[src/rtl/mult_seq_kh.sv]
// Sequential radix-2 shift-add multiplier, one multiplier bit per cycle.
// Signed mode multiplies magnitudes and applies the sign once at the end.
module mult_seq_kh #(
  parameter int WIDTH = 8
) (
  input  logic               clk,
  input  logic               reset,
  input  logic               in_valid,
  output logic               in_ready,
  input  logic [WIDTH-1:0]   a,
  input  logic [WIDTH-1:0]   b,
  input  logic               signed_mode,
  output logic               out_valid,
  input  logic               out_ready,
  output logic [2*WIDTH-1:0] result,
  output logic               busy
);

  localparam int CNT_W = $clog2(WIDTH + 1);
  localparam logic [CNT_W-1:0] LAST = CNT_W'(WIDTH - 1);

  typedef enum logic [1:0] {IDLE, CALC, DONE} state_t;

  state_t               state;
  logic [2*WIDTH-1:0]   acc;
  logic [2*WIDTH-1:0]   mcand;
  logic [WIDTH-1:0]     mplier;
  logic [CNT_W-1:0]     cnt;
  logic                 neg;
  logic [2*WIDTH-1:0]   acc_next;

  // The most negative operand maps to 2^(WIDTH-1), which fits as unsigned.
  function automatic logic [WIDTH-1:0] mag(input logic [WIDTH-1:0] x, input logic sm);
    logic signed [WIDTH-1:0] sx;
    sx = signed'(x);
    return (sm && sx < 0) ? unsigned'(-sx) : x;
  endfunction

  function automatic logic [2*WIDTH-1:0] cond_neg(input logic [2*WIDTH-1:0] p, input logic n);
    logic signed [2*WIDTH-1:0] sp;
    sp = signed'(p);
    return n ? unsigned'(-sp) : p;
  endfunction

  always_comb begin
    acc_next = acc + (mplier[0] ? mcand : '0);
  end

  always_ff @(posedge clk) begin
    if (reset) begin
      state     <= IDLE;
      in_ready  <= 1'b1;
      out_valid <= 1'b0;
      busy      <= 1'b0;
      result    <= '0;
      acc       <= '0;
      mcand     <= '0;
      mplier    <= '0;
      cnt       <= '0;
      neg       <= 1'b0;
    end else begin
      case (state)
        IDLE: begin
          if (in_valid) begin
            mcand    <= {{WIDTH{1'b0}}, mag(a, signed_mode)};
            mplier   <= mag(b, signed_mode);
            neg      <= signed_mode & (a[WIDTH-1] ^ b[WIDTH-1]);
            acc      <= '0;
            cnt      <= '0;
            state    <= CALC;
            in_ready <= 1'b0;
            busy     <= 1'b1;
          end
        end
        CALC: begin
          acc    <= acc_next;
          mcand  <= mcand << 1;
          mplier <= mplier >> 1;
          cnt    <= cnt + 1'b1;
          // Final bit folds into the result directly so DONE starts on this edge.
          if (cnt == LAST) begin
            result    <= cond_neg(acc_next, neg);
            state     <= DONE;
            out_valid <= 1'b1;
          end
        end
        DONE: begin
          if (out_ready) begin
            state     <= IDLE;
            out_valid <= 1'b0;
            in_ready  <= 1'b1;
            busy      <= 1'b0;
          end
        end
        default: begin
          state     <= IDLE;
          out_valid <= 1'b0;
          in_ready  <= 1'b1;
          busy      <= 1'b0;
        end
      endcase
    end
  end

endmodule
[config.mk]
export PLATFORM = sky130hd
export DESIGN_NAME = mult_seq_kh
export DESIGN_NICKNAME = d
export VERILOG_FILES = /design/src/rtl/mult_seq_kh.sv
export SDC_FILE = /design/constraint.sdc
export NUM_CORES = 1
export LEC_CHECK = 0
export ABC_AREA = 1
export BUFFER_PORTS_ARGS = -buffer_cell sky130_fd_sc_hd__buf_2
export CAP_MARGIN = 20
export CORE_AREA = 5 5 95 97
export DETAILED_ROUTE_END_ITERATION = 10
export DIE_AREA = 0 0 100 102
export PLACE_DENSITY = 0.73
export SLEW_MARGIN = 20
export SYNTH_ARGS = -nofsm -noshare
export SYNTH_HDL_FRONTEND = slang
export SYNTH_SLANG_ARGS = --single-unit
[constraint.sdc]
create_clock -name clk -period 3.4 [get_ports clk]
set_input_delay 0.17 -clock clk [delete_from_list [all_inputs] [get_ports clk]]
set_output_delay 0.17 -clock clk [all_outputs]
set_load 0.1 [all_outputs]
======== Word level (Yosys, flattened, before mapping) ========
Index checks and enable logic that the tools add are counted.
W data, S select, Z words.
storage, ports and cells
  input bits .............................. 21
  word-level logic and storage cells ...... 61
  output and inout port bits .............. 19
  bits in registers ....................... 66
operators by class
  $add $sub $neg .......................... 5
  eq/ne operators ......................... 6
  mux-type cells .......................... 24
  bitwise operators ....................... 4
  $lt $le $gt $ge ......................... 2
  reduce and logical (&&, ||, !) cells .... 10
operator list
  operator               count
  $mux W16               4
  $pmux W16 S2           2
  $mux W8                3
  $add A16 B16 Y16       1
  $lt A8 B1 Y1 const B   2
  $neg A16 Y16           1
  $neg A8 Y8             2
  $pmux W8 S2            1
  $pmux W1 S3            3
  $reduce_and A3 Y1      3
  $pmux W4 S2            1
  $mux W2                3
  $ne A2 B2 Y1 const B   3
  $pmux W2 S3            1
  $reduce_and A2 Y1      3
  $mux W1                5
  $add A4 B1 Y4 const B  1
  $eq A4 B3 Y1 const B   1
  $mux W4                1
  $eq A2 B1 Y1 const B   1
  $eq A2 B2 Y1 const B   1
  $logic_and A1 B1 Y1    2
  $logic_not A2 Y1       1
  $not A1 Y1             2
  3 further kinds        3

======== Depth between registers and ports, before layout ========
Gate-level depths: netlist of the first run.
  word-level depth ........................ 5
  depth in mapped cells ................... 22
  mapped depth without buffers ............ 20

======== Worst setup path before layout of the first run ========
No wires, ideal clock.
  path kind ............................... reg2reg
  start ................................... reg mplier[0]
  end ..................................... reg result[12]
  setup time .............................. 0.109 ns
  period minus slack after synthesis ...... 2.715 ns
  required time ........................... 3.291 ns
  stages on the path, launching flop included .. 20
  path buffers ............................ 2
  arrival time ............................ 2.606 ns
  path slack .............................. 0.685 ns
  cell sequence ........................... dfxtp_1 > clkbuf_1 > clkbuf_1 > nand2_1 > inv_1 > ha_1 > fa_1 > inv_1 > ha_1 > inv_1 > nor2_1 > nand3_1 > nor2_2 > nand2_2 > nor2_2 > nand2_1 > nand3b_1 > nand3_1 > nand2_1 > inv_1
on the way
  cells in the longest elaborated chain, start to end .. 4
RTL lines
  element                 RTL line  source
  start, declared         27        logic [WIDTH-1:0] mplier;
  start signal, assigned  66        mplier <= mag(b, signed_mode);
  start signal, assigned  78        mplier <= mplier >> 1;
  $mux W16 (*)            46        acc_next = acc + (mplier[0] ? mcand : '0);
  $add A16 B16 Y16 (*)    46
  $neg A16 Y16            42        return n ? unsigned'(-sp) : p;
  $mux W16 (*)            42
  end signal, assigned    82        result <= cond_neg(acc_next, neg);
  end, declared           15        output logic [2*WIDTH-1:0] result,
Mark *: on every way between the ends. The rest lies on a longest branch, timed or not.
A chain may end at the register's enable or synchronous reset.

======== Worst setup path in the final report of the first run ========
Ends and elaborated chain as after synthesis.

==> results of run 1 <==
==> state kept, by name (all words and copies together) (netlist names) <==
register and count:
mcand 16, state 2, neg 1, in_ready 1, result 16, cnt 4
out_valid 1, acc 16, busy 1, mplier 8
==> worst max-delay path, stage by stage (launching register included) <==
cell	delay, ps
dfxtp_1	640
nand2_1	100
inv_1	70
ha_1	220
fa_1	480
inv_1	100
ha_1	160
inv_1	60
nor2_1	140
nand3_1	120
nor2_2	110
nand2_2	80
nor2_2	100
nand2_1	80
nand3b_1	90
nand3_1	80
nand2_1	60
inv_1	30
==> path summary, 6_finish.rpt <==
path	end	cells after the start
hold reg to reg	busy	2
setup reg to reg	result[12]	17
hold / removal	state[1]	3
setup / recovery	result[12]	17
==> through the flow <==
step	utilization, %	std cells	hold WS (ps)	total power [uW]	area (sq um)
floorplan	-	679	330.0	999.5	4304
global placement	56.99	807	426.3	1057	4588
detailed placement	56.99	807	428.6	1062	4588
CTS	59.49	823	87.88	1746	4790
global route	59.49	823	102.5	1813	4790
finish	59.49	823	98.56	1736	4790
==> cells in the mapped netlist (all sizes together) <==
library cell  instances
a211oi                1
a21o                  1
a21oi                57
a221oi                2
a22oi                 3
a2bb2oi               1
a31oi                11
and2                  2
buf                   5
clkbuf               16
dfxtp                66
fa                    1
ha                   19
inv                  96
nand2               243
nand3                42
nand3b                6
nand4                 4
nor2                 48
nor3                  7
nor4                  1
o21ai                31
o21bai                1
o221ai                2
o22ai                 3
o32ai                 2
xnor2                 1
xor2                  7
==> layer usage <==
metal	GRT usage [%]	vias to the layer above	wire [um]
li1	-	2244	-
met1	27.03	1966	4887
met2	37.30	100	5114
met5	0	-	0
met3	3.754	25	465
met4	9.223	0	312
==> final cells by class <==
type	instances	area (sq um)
timing repair buffer	44	232.7
sequential	66	1321
multi-input combinational	496	2542
tap	105	131.4
inverter	96	360.3
clock buffer	9	123.9
fill	796	3262
clock inverter	7	77.57
==> cells by family (layout without fill, tap and decap cells) <==
| logic type | count (synthesis) | count (layout) |
|---|---|---|
| adder cells (fa/ha/maj) | 20 | 20 |
| buffers and inverters | 117 | 156 |
| AND/OR/NAND/NOR | 353 | 353 |
| XOR/XNOR | 8 | 8 |
| flip-flops | 66 | 66 |
| AO/OA/AOI/OAI | 115 | 115 |
==> power breakdown <==
part	leakage (uW)	switching [uW]	internal, uW
registers	0.000536	23.8	795
clock network	0.000105	345	346
logic	0.00178	155	70.6
==> summary.txt, run 1 <==
run status: completed
# diodes: 0
# hold bufs at CTS: 0
Chip Height: 102 um
io pins: 40
Iter 0 DRT Violations: 232
Worst Setup End Kind: flop
initial antenna violation count: 0
Port Buf Inserts: 39
Fin. Hold Viols: 0
synthesis-stage register bit count: 66
Placer Congestion: 1.004
CTS Sinks: 66
Worst Hold Launch: out_ready
vias per inst: 5.267
PnR worst setup slack: 605.0 ps
maximum vdd drop: 0.3470 mV
Slew Limit Fails: 0
Critical Path Fanout Max: 17
largest family of logic cells by synthesized area: simple AND/OR/NAND/NOR gates
gr usage total: 21.74%
Final min period: 2795 ps
Clock Pin Slew Worst Setup and Hold Paths: 90 ps
PostCTS Resize Cnt: 0
most common cell after layout, fill and taps aside: nand2_1
Post-DP HPWL: 8215 um
Core Region: 8051 sq um
std cell rows: 33
htree depth: 3
largest net degree at the start of global routing: 47
area grow syn2layout: 11.28%
critical path type: flop to flop
final cycle utilization of the critical path: 82.21%
fin nets: 754
Num CTS Buffers: 9
required time worst endpoint: 3650 ps
TNS Setup: 0 ps
Power Dens Cells: 362.5 nW/um^2
Final Setup Violations: 0
Adder-Cell Fraction of Synth Area: 5.988%
clk_lat worst skew: 350 ps
Final Skew: 12.24 ps
crit path from: mplier[0]
max cap viols: 0
DR vias: 4335
post-CTS setup buffers: 0
Pre-Repair DR Iteration Count: 4
main area contributors after synthesis: dfxtp_1, nand2_1, inv_1, a21oi_1, ha_1
leakage: 0.002417 uW
reg-to-reg setup timing slack: 600 ps
Initial Util: 53.46%
Seq/Total Area, Yosys: 30.70%
Syn Area/Cell: 6.339 sq um
crit start category: flop
Max Buffers Root-to-Sink: 2
layout cell share with drive strength beyond 1: 16.16%
commonest non-fill, non-tap cells in the layout: nand2_1, inv_1, dfxtp_1
TritonCTS clock tree: done
relative slew slack: 56.62%
vias in the first global route: 4017
multiplexer share of the synthesized area: 0%
dpl ws: 589.1 ps
Die W: 100 um
CP arrival: 3050 ps
Syn Nets: 720
post-synth top area cell: dfxtp_1
highest clock rate: 357.8 MHz
Synth cell types: 40
Mapped Cells: 679
WL/cell: 13.10 um
DIE AREA: 10200 sq um
DRT antenna net count: 0
RSZ-0062 raised after global routing: no
FF-to-FF Start: mplier[0]
Post-Synth XOR/XNOR Area: 1.628%
CTS Root Buffer Type: clkbuf_8
drt drc: 0
Compound-Gate Fraction of Synth Area: 15.17%
Synth top area share: 30.70%
Netlist Area Pre-Place: 4304 sq um
Post-Synth Simple-Gate Area: 36.16%
Tightest Hold Check Type: input port to flop
Syn. warnings: 0
grt total ovfl: 0
first-pass GRT wire length: 18060 um
drt total wl: 10780 um
Worst-Margin Slew: 649.8 ps
No activity file was read; power rests on OpenSTA's default activity.
==> run 2: changes to the inputs <==
Clock period 3.4 ns to 2.8 ns, I/O delays scaled along.
==> run 2 against run 1 <==
  * Fmax grew 11%
  * Final cell count grew 0.49%
  * Sequential share of layout area shrank 0.46 points
  * Critical path depth shrank 1
  * Highest routed layer unchanged
==> summary.txt, run 2 (same netlist as run 1, synthesis figures left out) <==
post-CTS setup buffers: 0 (unchanged)
io pins: 40 (unchanged)
Sw Share: 26.71% (-3.5 points)
DR vias: 4310 (-0.58%)
crit path from: mplier[0]
Iter 0 DRT Violations: 124 (-47%)
R2R Path End: result[12]
DIE AREA: 10200 sq um (unchanged)
# diodes: 0 (unchanged)
Worst-Margin Slew: 578.6 ps (-71.22 ps)
clk_lat worst skew: 350 ps (about the same)
final cycle utilization of the critical path: 90.08% (+7.9 points)
DRT antenna net count: 0 (unchanged)
fraction of power consumed by the clock network: 44.1% (+4.3 points)
required time worst endpoint: 3060 ps (-590 ps)
vias per inst: 5.212 (-1.1%)
layout cell share with drive strength beyond 1: 16.76% (+0.60 points)
largest registers: acc x16, mcand x16, result x16
drt drc: 0 (unchanged)
Slew Limit Fails: 0 (unchanged)
CTS Sinks: 66 (unchanged)
initial antenna violation count: 0 (unchanged)
Placer Congestion: 0.9780 (-2.6%)
drt total wl: 10690 um (-0.84%)
Max Buffers Root-to-Sink: 2 (unchanged)
relative slew slack: 61.39% (+4.8 points)
most common cell after layout, fill and taps aside: nand2_1
Pre-Repair DR Iteration Count: 4 (unchanged)
Seq pwr share: 43.1% (-4.1 points)
internal power: 1676 uW (+38%)
largest net degree at the start of global routing: 46 (-2.1%)
Port Buf Inserts: 39 (unchanged)
TNS Setup: 0 ps (unchanged)
Num CTS Buffers: 9 (unchanged)
Clock Pin Slew Worst Setup and Hold Paths: 80 ps (about the same)
area grow syn2layout: 13.17%
CP max-delay cell: dfxtp_1
std cell rows: 33 (unchanged)
Core Region: 8051 sq um (unchanged)
Max stage delay on crit path: 370 ps (-270 ps)
R2R cell count: 16 (-1)
Initial Util: 53.46% (unchanged)
met1 Use GR: 24.99% (-2.0 points)
register area: 1321 sq um (unchanged)
run status: completed
htree depth: 3 (unchanged)
Tightest Hold Check Type: input port to flop
TritonCTS clock tree: done
maximum vdd drop: 0.2146 mV (-38%)
RSZ-0062 raised after global routing: no
busiest grt layer: met2
grt met2 use: 41.00% (+3.7 points)
highest clock rate: 396.5 MHz (+11%)
Fin. Hold Viols: 0 (unchanged)
grt total ovfl: 0 (unchanged)
vias in the first global route: 4314 (+7.4%)
FF-to-FF Start: mplier[0]
crit start category: flop
Critical Path Fanout Max: 14 (-3)
switching pwr: 610.6 uW (+17%)
Post-DP HPWL: 7883 um (-4.0%)
Worst Setup End Kind: flop
Die W: 100 um (unchanged)
Final Setup Violations: 0 (unchanged)
Final Skew: 12.88 ps (+0.6312 ps)
CTS Root Buffer Type: clkbuf_8
WL/cell: 12.92 um (-1.3%)
fin nets: 758 (+0.53%)
Critical Path Sink: result[12]
footprint of the multi-input gates: 2545 sq um (about the same)
max cap viols: 0 (unchanged)
gr usage total: 22.16% (+0.42 points)
routing usage on met3: 3.618% (-0.14 points)
Post-Place Cells: 811 (+0.50%)
Chip Height: 102 um (unchanged)
Power Dens Cells: 469.4 nW/um^2 (+30%)
leakage: 0.002456 uW (+1.6%)
CP arrival: 2780 ps (-270 ps)
fin cells: 827 (+0.49%)
first-pass GRT wire length: 18510 um (+2.5%)
CP cell instances: buf_4, nand2_1, inv_1, ha_1, nand2_1, inv_1, a21oi_1, nand3_1, nand2_1, nand2_1, nor2_1, nand2_1, nand3b_1, nand3_1, nand2_1, inv_1
critical path's most frequent cell: nand2_1
reg-to-reg setup timing slack: 280 ps (-330 ps)
Layout fillers: 788 (-1.0%)
Final min period: 2522 ps (-272.9 ps)
critical path type: flop to flop
Combinational Power Share: 12.8% (-0.2 points)
commonest non-fill, non-tap cells in the layout: nand2_1, inv_1, dfxtp_1
run 2: final cells by class:
| cell class | count | area share, % |
|---|---|---|
| inverter | 96 | 7.398 |
| clock inverter | 6 | 2.312 |
| tap | 105 | 2.697 |
| timing repair buffer | 48 | 5.394 |
| multi-input combinational | 496 | 52.25 |
| sequential | 66 | 27.13 |
| clock buffer | 10 | 2.826 |
run 2: worst min-delay path by stage:
stage              start        end  slack (ps)  cells after the start
2_1_floorplan       b[7]  mplier[7]         300                      2
6_report       out_ready   state[1]          70                      3
3_5_place_dp        busy       busy         430                      2
3_3_place_gp        busy       busy         420                      2
4_1_cts        out_ready   state[1]          70                      3
5_1_grt             b[7]  mplier[7]         100                      3
run 2: repair_timing:
action,CTS,global route
setup endpoints to repair,0,1
gates resized for setup,0,1
hold endpoints to repair,0,0
hold buffers,0,0
run 2: critical path: cells and delay by family, from the launching register on:
kind | cells | cell delay (ps)
and+or+nand+nor | 10 | 1160
AOI/OAI and AO/OA | 1 | 210
adders and majority gates | 1 | 290
DFF | 1 | 370
buffers and inverters | 4 | 400
run 2: layer usage:
metal / wire length (um) / share of wire (%)
met1: 4558 / 43
met2: 5390 / 50
met4: 314 / 2.9
met5: 0 / 0
met3: 424 / 4.0
run 2: power by group through the flow:
| stage | combinational [uW] | sequential, uW | clock, uW |
|---|---|---|---|
| final | 293 | 985 | 1010 |
| after global placement | 285 | 1010 | 0 |
| after floorplan | 191 | 1020 | 0 |
| after CTS | 294 | 985 | 1020 |
| after global routing | 328 | 989 | 1060 |
| after detailed placement | 292 | 1010 | 0 |
run 2: stage by stage:
step                worst slack, ps  power (uW)  util (%)  hold WS [ps]  area [sq um]
finish                        277.9        2286     60.50         71.13          4871
global route                  1.697        2379     60.50         98.30          4871
CTS                           307.8        2300     60.47         67.14          4868
detailed placement            341.1        1298     57.36         428.8          4618
global placement              360.6        1292     57.36         424.3          4618
floorplan                     84.75        1214         -         300.0          4304
==> run 3: changes to the inputs <==
Settings changed: ABC_AREA 1 to not set, CORE_AREA 5 5 95 97 to 5 5 92 94, DIE_AREA 0 0 100 102 to 0 0 97 99.
==> run 3 against run 2 <==
  * Clock skew grew 0.62 ps
  * The flow now finishes with violations (negative setup slack)
  * Critical path type unchanged
  * Final area grew 9.4%
  * Largest power group is now sequential cells
  * Fmax shrank 27%
==> summary.txt, run 3 <==
Fin. Hold Viols: 0 (unchanged)
TritonCTS clock tree: done
drt total wl: 11220 um (+5.0%)
FF-to-FF Start: mcand[0]
Critical path buffers and inverters: 2 (-2)
Slew Limit Fails: 0 (unchanged)
crit path from: mcand[0]
Worst-Margin Slew: 802.0 ps (+223.5 ps)
Tightest Hold Check Type: input port to flop
EDFF count, synth: 0 (unchanged)
io pins: 40 (unchanged)
Final min period: 3451 ps (+928.5 ps)
Clock Pin Slew Worst Setup and Hold Paths: 70 ps (about the same)
post-synthesis async set-or-reset flop share: 0% (unchanged)
synthesis-stage register bit count: 66 (unchanged)
most common cell after layout, fill and taps aside: buf_4
fin nets: 662 (-13%)
gr usage total: 22.36% (+0.20 points)
Syn Area/Cell: 7.725 sq um (+22%)
vias in the first global route: 3945 (-8.6%)
max cap viols: 0 (unchanged)
Max stage delay on crit path: 490 ps (+120 ps)
Post-Synth XOR/XNOR Area: 6.591% (+5.0 points)
largest family of logic cells by synthesized area: simple AND/OR/NAND/NOR gates
main area contributors after synthesis: dfxtp_1, a21oi_1, ha_1, nor2_1, nand2_1
Core Region: 7567 sq um (-6.0%)
clk_lat worst skew: 360 ps (about the same)
crit start category: flop
final cycle utilization of the critical path: 123.2% (+33 points)
Initial Util: 52.68% (-0.78 points)
vias per inst: 5.742 (+10%)
RSZ-0062 raised after global routing: yes
Post-DP HPWL: 7420 um (-5.9%)
Synth cell types: 58 (+45%)
Netlist Area Pre-Place: 3986 sq um (-7.4%)
first-pass GRT wire length: 17820 um (-3.8%)
Chip Height: 99 um (-2.9%)
Power Dens Cells: 410.1 nW/um^2 (-13%)
top-count cell post-synth: dfxtp_1
synth cell count leaders: dfxtp_1, a21oi_1, nor2_1
Adder-Cell Fraction of Synth Area: 6.466% (+0.48 points)
Seq/Total Area, Yosys: 33.15% (+2.4 points)
DR vias: 4180 (-3.0%)
DIE AREA: 9603 sq um (-5.9%)
htree depth: 3 (unchanged)
required time worst endpoint: 3040 ps (-20 ps)
highest clock rate: 289.8 MHz (-27%)
Syn. warnings: 0 (unchanged)
Max Buffers Root-to-Sink: 2 (unchanged)
Placer Congestion: 0.8835 (-9.7%)
CTS Sinks: 66 (unchanged)
Worst Hold Launch: a[0]
Die W: 97 um (-3.0%)
failing checks: negative setup slack
Pre-Repair DR Iteration Count: 7 (+3)
CP max-delay cell: or4b_4
Syn Nets: 557 (-23%)
Worst Setup End Kind: flop
initial antenna violation count: 0 (unchanged)
Num CTS Buffers: 9 (unchanged)
critical path type: flop to flop
# diodes: 0 (unchanged)
largest registers: acc x16, mcand x16, result x16
reg-to-reg setup timing slack: -650 ps (-930 ps)
PnR worst setup slack: -650.6 ps (-928.5 ps)
dpl ws: -651.9 ps (-993.0 ps)
multiplexer share of the synthesized area: 0.7533% (+0.75 points)
Iter 0 DRT Violations: 249 (+100%)
Synth Flop Type: dfxtp_1
std cell rows: 32 (-3.0%)
Critical Path Fanout Max: 2 (-12)
Mapped Cells: 516 (-24%)
Layout fillers: 559 (-29%)
drt drc: 0 (unchanged)
leakage: 0.002327 uW (-5.3%)
Final Skew: 13.50 ps (+0.6200 ps)
DRT antenna net count: 0 (unchanged)
CP arrival: 3690 ps (+910 ps)
Placed Area: 4770 sq um (+3.3%)
commonest non-fill, non-tap cells in the layout: buf_4, dfxtp_1, a21oi_1
largest net degree at the start of global routing: 45 (-2.2%)
CTS Root Buffer Type: clkbuf_8
layout cell share with drive strength beyond 1: 30.03% (+13 points)
run status: finished with violations
Synth top area share: 33.15% (+2.4 points)
Final Setup Violations: 8 (+8)
grt total ovfl: 0 (unchanged)
Compound-Gate Fraction of Synth Area: 23.23% (+8.1 points)
post-synth top area cell: dfxtp_1
WL/cell: 15.42 um (+19%)
CP cell instances: and2_4, ha_4, fa_2, a211oi_4, o31ai_2, o2111a_1, o211a_1, or4b_4, buf_4, buf_6, nor4_4, nand3_2, a211o_1
maximum vdd drop: 0.2212 mV (+3.1%)
family with the most delay on the worst path: compound AO/OA/AOI/OAI gates
Post-Synth Simple-Gate Area: 25.36% (-11 points)
Port Buf Inserts: 39 (unchanged)
relative slew slack: 46.46% (-15 points)
area grow syn2layout: 33.71%
Final Instance Area: 5330 sq um (+9.4%)
==> run 3: cell types whose count changed in the layout (fill, tap and decap cells not counted), sizes merged, moves of 8 or more <==
cell	previous run	this run
nand2	243	54
inv	97	17
buf	48	124
o21ai	31	14
a211oi	1	16
and2	2	16
xnor2	1	12
xor2	7	18
a22oi	3	11
nor2	48	56
==> run 3: final timing paths <==
kind,end,depth (start not counted)
hold reg to reg,result[0],2
hold / removal,mcand[0],3
setup reg to reg,result[15],13
setup / recovery,result[15],13
==> run 3: area by class of cell <==
cell class,instances,area (sq um),share of cell area [%]
Clock buffer,11,141.4,2.653
Timing Repair Buffer,124,840.8,15.77
Multi-Input combinational cell,403,2755,51.69
Sequential cell,66,1324,24.84
Clock inverter,5,77.57,1.455
Tap cell,102,127.6,2.394
Inverter,17,63.81,1.197
==> run 3: kinds of logic after synthesis <==
kind of cell	after synthesis
fa+ha+maj	20
flops	66
compound gates	140
buf+inv	47
xor+xnor	30
simple gates	210
mux	3
==> run 3: what timing repair did <==
action / CTS / global route
gates resized for setup: 11 / 37
pin swaps: 4 / 21
buffers inserted: 5 / 7
hold buffers: 0 / 0
cloned: 0 / 0
endpoints found under the setup margin: 10 / 12
==> run 3: worst min-delay path, stage by stage <==
cell and delay, ps:
buf_2 110, nand2_1 60, a21oi_1 60
==> run 3: metal layers <==
layer	vias to the layer above	track usage [%]	share of wire, %
met2	143	37.95	48
met3	31	4.954	5.4
met5	-	0	0
met1	1944	27.37	44
met4	0	9.395	2.8
li1	2062	-	-
==> run 3: power by group <==
group	leakage (uW)	switching [uW]	internal [uW]	total, uW
logic	0.00168	184	122	306
clock network	0.000109	376	523	898
registers	0.000536	19.0	962	981
total	0.00233	578	1610	2190
==> run 3: stage by stage <==
step	utilization [%]	hold slack (ps)	setup TNS, ps	power, uW	std cells
finish	70.44	59.06	-3309	2186	728
global route	70.44	88.02	-4322	2276	728
CTS	67.31	45.77	-2463	2178	721
detailed placement	63.03	434.8	-3483	1278	700
global placement	63.03	428.7	-2779	1268	700
floorplan	-	276.0	-2346	1169	516
